**src/rtl/encoder_position_ctrl.sv**
```systemverilog
// Turns a wrapping quadrature count into a signed absolute position, homes on the
// encoder index pulse, and emits periodic position/velocity samples over valid/ready.
module encoder_position_ctrl #(
  parameter int CNT_W   = 8,
  parameter int POS_W   = 32,
  parameter int PERIOD  = 1000,
  parameter int TIMEOUT = 100000
) (
  input  logic             clk_i,
  input  logic             rst_i,
  input  logic [CNT_W-1:0] count_i,
  input  logic             index_i,
  input  logic             home_req_i,
  output logic [POS_W-1:0] position_o,
  output logic [POS_W-1:0] velocity_o,
  output logic             out_valid_o,
  input  logic             out_ready_i,
  output logic [POS_W-1:0] position_s_o,
  output logic             homed_o,
  output logic             fault_o,
  output logic             overrun_o
);

  localparam int PER_W = $clog2(PERIOD);
  localparam int TO_W  = $clog2(TIMEOUT);
  localparam logic [PER_W-1:0] PER_LAST = PER_W'(PERIOD - 1);
  localparam logic [TO_W-1:0]  TO_LAST  = TO_W'(TIMEOUT - 1);

  typedef enum logic [2:0] {S_IDLE, S_SEEK, S_ZERO, S_TRACK, S_FAULT} state_e;

  state_e           state_q, state_d;
  logic [TO_W-1:0]  to_q, to_d;
  logic [CNT_W-1:0] prev_q;
  logic [POS_W-1:0] pos_q, pos_d;
  logic [POS_W-1:0] base_q, base_d;
  logic [POS_W-1:0] vel_q, vel_d;
  logic [POS_W-1:0] ps_q, ps_d;
  logic [PER_W-1:0] per_q, per_d;
  logic             vld_q, vld_d;
  logic             ovr_q, ovr_d;
  logic             sync1_q, sync2_q, last_q;

  logic [CNT_W-1:0] delta;
  logic [POS_W-1:0] delta_ext;
  logic             idx_rise;
  logic             samp;

  // Decoder moves at most one step per clock, so the modular difference read as
  // signed recovers the direction across the count wrap.
  assign delta     = count_i - prev_q;
  assign delta_ext = {{(POS_W-CNT_W){delta[CNT_W-1]}}, delta};
  assign idx_rise  = sync2_q & ~last_q;
  assign samp      = (per_q == PER_LAST);

  always_comb begin
    state_d = state_q;
    to_d    = to_q;
    case (state_q)
      S_IDLE, S_TRACK, S_FAULT: begin
        if (home_req_i) begin
          state_d = S_SEEK;
          to_d    = '0;
        end
      end
      S_SEEK: begin
        if (idx_rise)             state_d = S_ZERO;
        else if (to_q == TO_LAST) state_d = S_FAULT;
        else                      to_d    = to_q + TO_W'(1);
      end
      S_ZERO:  state_d = S_TRACK;
      default: state_d = S_IDLE;
    endcase
  end

  always_comb begin
    pos_d  = (state_q == S_ZERO) ? delta_ext : pos_q + delta_ext;
    per_d  = samp ? '0 : per_q + PER_W'(1);
    base_d = base_q;
    vel_d  = vel_q;
    ps_d   = ps_q;
    vld_d  = vld_q;
    ovr_d  = ovr_q;
    if (vld_q && out_ready_i) vld_d = 1'b0;
    if (samp) begin
      base_d = pos_q;
      if (!vld_q || out_ready_i) begin
        vld_d = 1'b1;
        vel_d = pos_q - base_q;
        ps_d  = pos_q;
      end else begin
        ovr_d = 1'b1;
      end
    end
    // Homing restarts the velocity reference so the pre-home offset never leaks in.
    if (state_q == S_ZERO) base_d = '0;
  end

  always_ff @(posedge clk_i) begin
    if (rst_i) begin
      state_q <= S_IDLE;
      to_q    <= '0;
      prev_q  <= count_i;
      pos_q   <= '0;
      base_q  <= '0;
      vel_q   <= '0;
      ps_q    <= '0;
      per_q   <= '0;
      vld_q   <= 1'b0;
      ovr_q   <= 1'b0;
      sync1_q <= 1'b0;
      sync2_q <= 1'b0;
      last_q  <= 1'b0;
    end else begin
      state_q <= state_d;
      to_q    <= to_d;
      prev_q  <= count_i;
      pos_q   <= pos_d;
      base_q  <= base_d;
      vel_q   <= vel_d;
      ps_q    <= ps_d;
      per_q   <= per_d;
      vld_q   <= vld_d;
      ovr_q   <= ovr_d;
      sync1_q <= index_i;
      sync2_q <= sync1_q;
      last_q  <= sync2_q;
    end
  end

  assign position_o   = pos_q;
  assign velocity_o   = vel_q;
  assign position_s_o = ps_q;
  assign out_valid_o  = vld_q;
  assign overrun_o    = ovr_q;
  assign homed_o      = (state_q == S_TRACK);
  assign fault_o      = (state_q == S_FAULT);

endmodule
```
**config.mk**
```make
export PLATFORM = sky130hd
export DESIGN_NAME = encoder_position_ctrl
export DESIGN_NICKNAME = d
export VERILOG_FILES = /design/src/rtl/encoder_position_ctrl.sv
export SDC_FILE = /design/constraint.sdc
export NUM_CORES = 1
export LEC_CHECK = 0
export ABC_AREA = 0
export CAP_MARGIN = 30
export CORE_UTILIZATION = 60
export CTS_BUF_LIST = sky130_fd_sc_hd__clkbuf_8
export DETAILED_ROUTE_END_ITERATION = 8
export DONT_BUFFER_PORTS = 1
export PLACE_DENSITY = 0.85
export SYNTH_ARGS = -nofsm -noshare
export SYNTH_HDL_FRONTEND = slang
export SYNTH_SLANG_ARGS = --single-unit
```
**constraint.sdc**
```tcl
create_clock -name clk_i -period 7.9 [get_ports clk_i]
set_input_delay 0.395 -clock clk_i [delete_from_list [all_inputs] [get_ports clk_i]]
set_output_delay 0.395 -clock clk_i [all_outputs]
set_load 0.05 [all_outputs]
```
==> metrics.md <==
| Metric | Value |
|---|---|
| Status | completed |
| Worst hold path depth | 1 |
| Commonest non-fill, non-tap cell in the layout | nand2_1 |
| Layout cell share with drive strength beyond 1 | 4.72% |
| Largest net degree at the start of global routing | 74 |
| Pins Over Slew Limit | 0 |
| Post-synth top area share | 36.2% |
| Critical path type | flop to flop |
| CTS tree | yes |
| Pwr Total | 3.60 mW |
| Via density | 5.86 |
| Post-synth cell types | 65 |
| Max VDD drop | 187 uV |
| DR WL/cell | 16.0 um |
| Number of post-CTS setup repair buffers | 0 |
| Max clock buf depth | 2 |
| Ant diodes | 0 |
| Crit-path max FO | 27 |
| Num CTS Buffers | 17 |
| Sw Pwr | 1.67 mW |
| Crit path depth | 20 |
| Clk_lat worst skew | 0.48 ns |
| Critical path's largest stage delay | 0.55 ns |
| Crit path DAT | 5.33 ns |
| Top FF cell, synth | dfxtp_1 |
| Sequential share of the synthesized area | 36.2% |
| First-pass GRT wire length | 36900 um |
| Pwr/cell area | 357 mW/mm^2 |
| Global-route usage over all layers | 28.5% |
| Total die area | 0.0163 sq mm |
| Cell taking the most area after synthesis | dfxtp_1 |
| Clk_skew | 0.0169 ns |
| MaxCap Viol Count | 0 |
| Antenna violations before repair | 1 |
| Area Growth Syn to Fin | 6.52% |
| Htree depth | 4 |
| Initial Utilization | 61.8% |
| Commonest non-fill, non-tap cells in the layout | nand2_1 (234), dfxtp_1 (171), a21oi_1 (164) |
| Slew @ Worst Pin | 0.968 ns |
| Cell Area, Synth | 0.00946 sq mm |
| Root buf cell | clkbuf_8 |
| P_int | 1.93 mW |
| Hold slack final | 0.0192 ns |
| Hold crit path type | input port to flop |
| RSZ-0062 raised after global routing | false |
| Floorplan row count | 45 |
| 1st-pass router iterations | 5 |
| Setup_tns | 0 ns |
| Seq cells post-synth | 171 |
| Critical path buffers and inverters | 2 |
| Clock share of power | 17.3% |
| Die X-Extent | 128 um |
| WL final | 22700 um |
| Final period util | 63.4% |
| Hold Vio Cnt, Final | 0 |
| Req. time, crit path | 8.22 ns |
| Worst R2R Setup Slack | 2.89 ns |
| Fin crit period | 5.01 ns |
| Core area | 0.0153 sq mm |
| Number of port buffers | 0 |
| Synth warn | 0 |
| GP Congestion | 0.926 |
| Switching share of power | 46.3% |
| Cells after synthesis | 1213 |
| FFs w/ async S/R, synth | 0% |
| Slowest CP cell | inv_1 |
| Clock transition at the registers of the reported paths | 0.10 ns |
| Antenna-violating nets left | 0 |
| Leak | 3.87 nW |
| Via total after detailed routing | 8306 |
| Grt total ovfl | 0 |
| Post-detail-place hpwl | 15700 um |
| EDFF count, synth | 0 |
| Worst rel slew slack | 35.4% |
| Final setup viols | 0 |
| Share of total power in combinational logic | 45.9% |
| Vias in the first global route | 7549 |
| Syn Nets | 1304 |
| DIE HEIGHT | 128 um |
| CP most frequent cell | o21ai_0 |
| CTS Sinks | 171 |
| Top Family by Delay on Critical Path | compound AO/OA/AOI/OAI gates |
| # nets final | 1285 |
| DR iter-0 viols | 648 |
| Num ports | 113 |
| CP cell instances | inv_1, ha_1, nor2b_1, o21ai_0, nand2_1, a21o_1, a21oi_1, o21ai_1, xnor2_1, inv_1, ha_1, a21oi_1, nor2b_1, o21a_1, o41ai_1, a31oi_1, o21ai_1, o21ai_0, xnor2_1, o21ai_0 |
| Reg2Reg Depth | 20 |
| DRC | 0 |
| Max Freq | 0.200 GHz |
| Mean Syn Cell Area | 7.80 sq um |
| Fraction of power consumed by sequential logic | 36.8% |
| Worst Setup End Kind | flop |
| Top post-synthesis cells by area | dfxtp_1 (36%), ha_1 (9.9%), nand2_1 (9.3%), a21oi_1 (8.7%), xnor2_1 (4.4%) |
| Crit path launch type | flop |
[per-stage QoR]
step | area (sq um) | setup slack [ns] | std cells | util (%)
finish | 10100 | 2.89 | 1418 | 65.8
global route | 10100 | 2.52 | 1418 | 65.8
CTS | 10100 | 2.92 | 1418 | 65.8
detailed placement | 9570 | 2.90 | 1376 | 62.5
global placement | 9570 | 3.03 | 1376 | 62.5
floorplan | 9460 | 3.80 | 1213 | -
[power by group through the flow]
stage                     registers [mW]  logic, mW  clock network, mW
final                               1.32       1.65              0.624
after global routing                1.33       1.85              0.667
after CTS                           1.32       1.63              0.632
after detailed placement            1.34       1.60                  0
after global placement              1.33       1.57                  0
after floorplan                     1.26       1.35                  0
[synth_stat cells (14+ instances only)]
cell type,instances
nand3_1,35
o21ai_0,58
inv_1,59
xnor2_1,48
a21o_1,27
dfxtp_1,171
a21oi_1,164
nand2_1,235
ha_1,75
nor2_1,77
o21bai_1,14
clkbuf_1,46
xor2_1,31
nor3_1,24
[cell families (layout without fill, tap and decap cells)]
| group | Yosys count | count (layout) | synth area share [%] |
|---|---|---|---|
| muxes | 3 | 3 | 0.317 |
| buffers and inverters | 112 | 106 | 4.57 |
| adders and majority gates | 78 | 78 | 10.6 |
| and+or+nand+nor | 445 | 445 | 20.8 |
| DFF | 171 | 171 | 36.2 |
| AOI/OAI and AO/OA | 325 | 325 | 20.2 |
| xor gates and xnor gates | 79 | 79 | 7.31 |
[cell type report]
class	instances	area [sq um]
clock buffers	17	234
clock inverters	15	163
fillers	1299	5240
inverters	59	221
multi-input cells	930	5620
flip-flops and latches	171	3420
well taps	211	264
repair buffers	15	155
[repair_timing]
item,4_1_cts,5_1_grt
gates resized for setup,0,0
hold buffers,10,0
hold endpoints to repair,81,0
[per-layer routing]
layer	GRT usage, %	wire (um)	up-vias
li1	-	-	4132
met1	37.8	10500	3854
met2	46.8	10300	290
met3	5.78	1550	30
met4	8.58	401	0
met5	0	0	-
[worst paths after layout]
kind	start	end
max reg2reg	prev_q[1]	position_o[28]
min reg2reg	per_q[0]	per_q[0]
min	rst_i	velocity_o[11]
max	prev_q[1]	position_o[28]
[flip-flops by register name (all words and copies together), names as in the netlist]
| register | cells |
|---|---|
| last_q | 1 |
| prev_q | 8 |
| sync1_q | 1 |
| velocity_o | 32 |
| out_valid_o | 1 |
| to_q | 17 |
| per_q | 10 |
| state_q | 3 |
| base_q | 32 |
| position_s_o | 32 |
| sync2_q | 1 |
| position_o | 32 |
| overrun_o | 1 |
(Power assumes the default switching activity.)
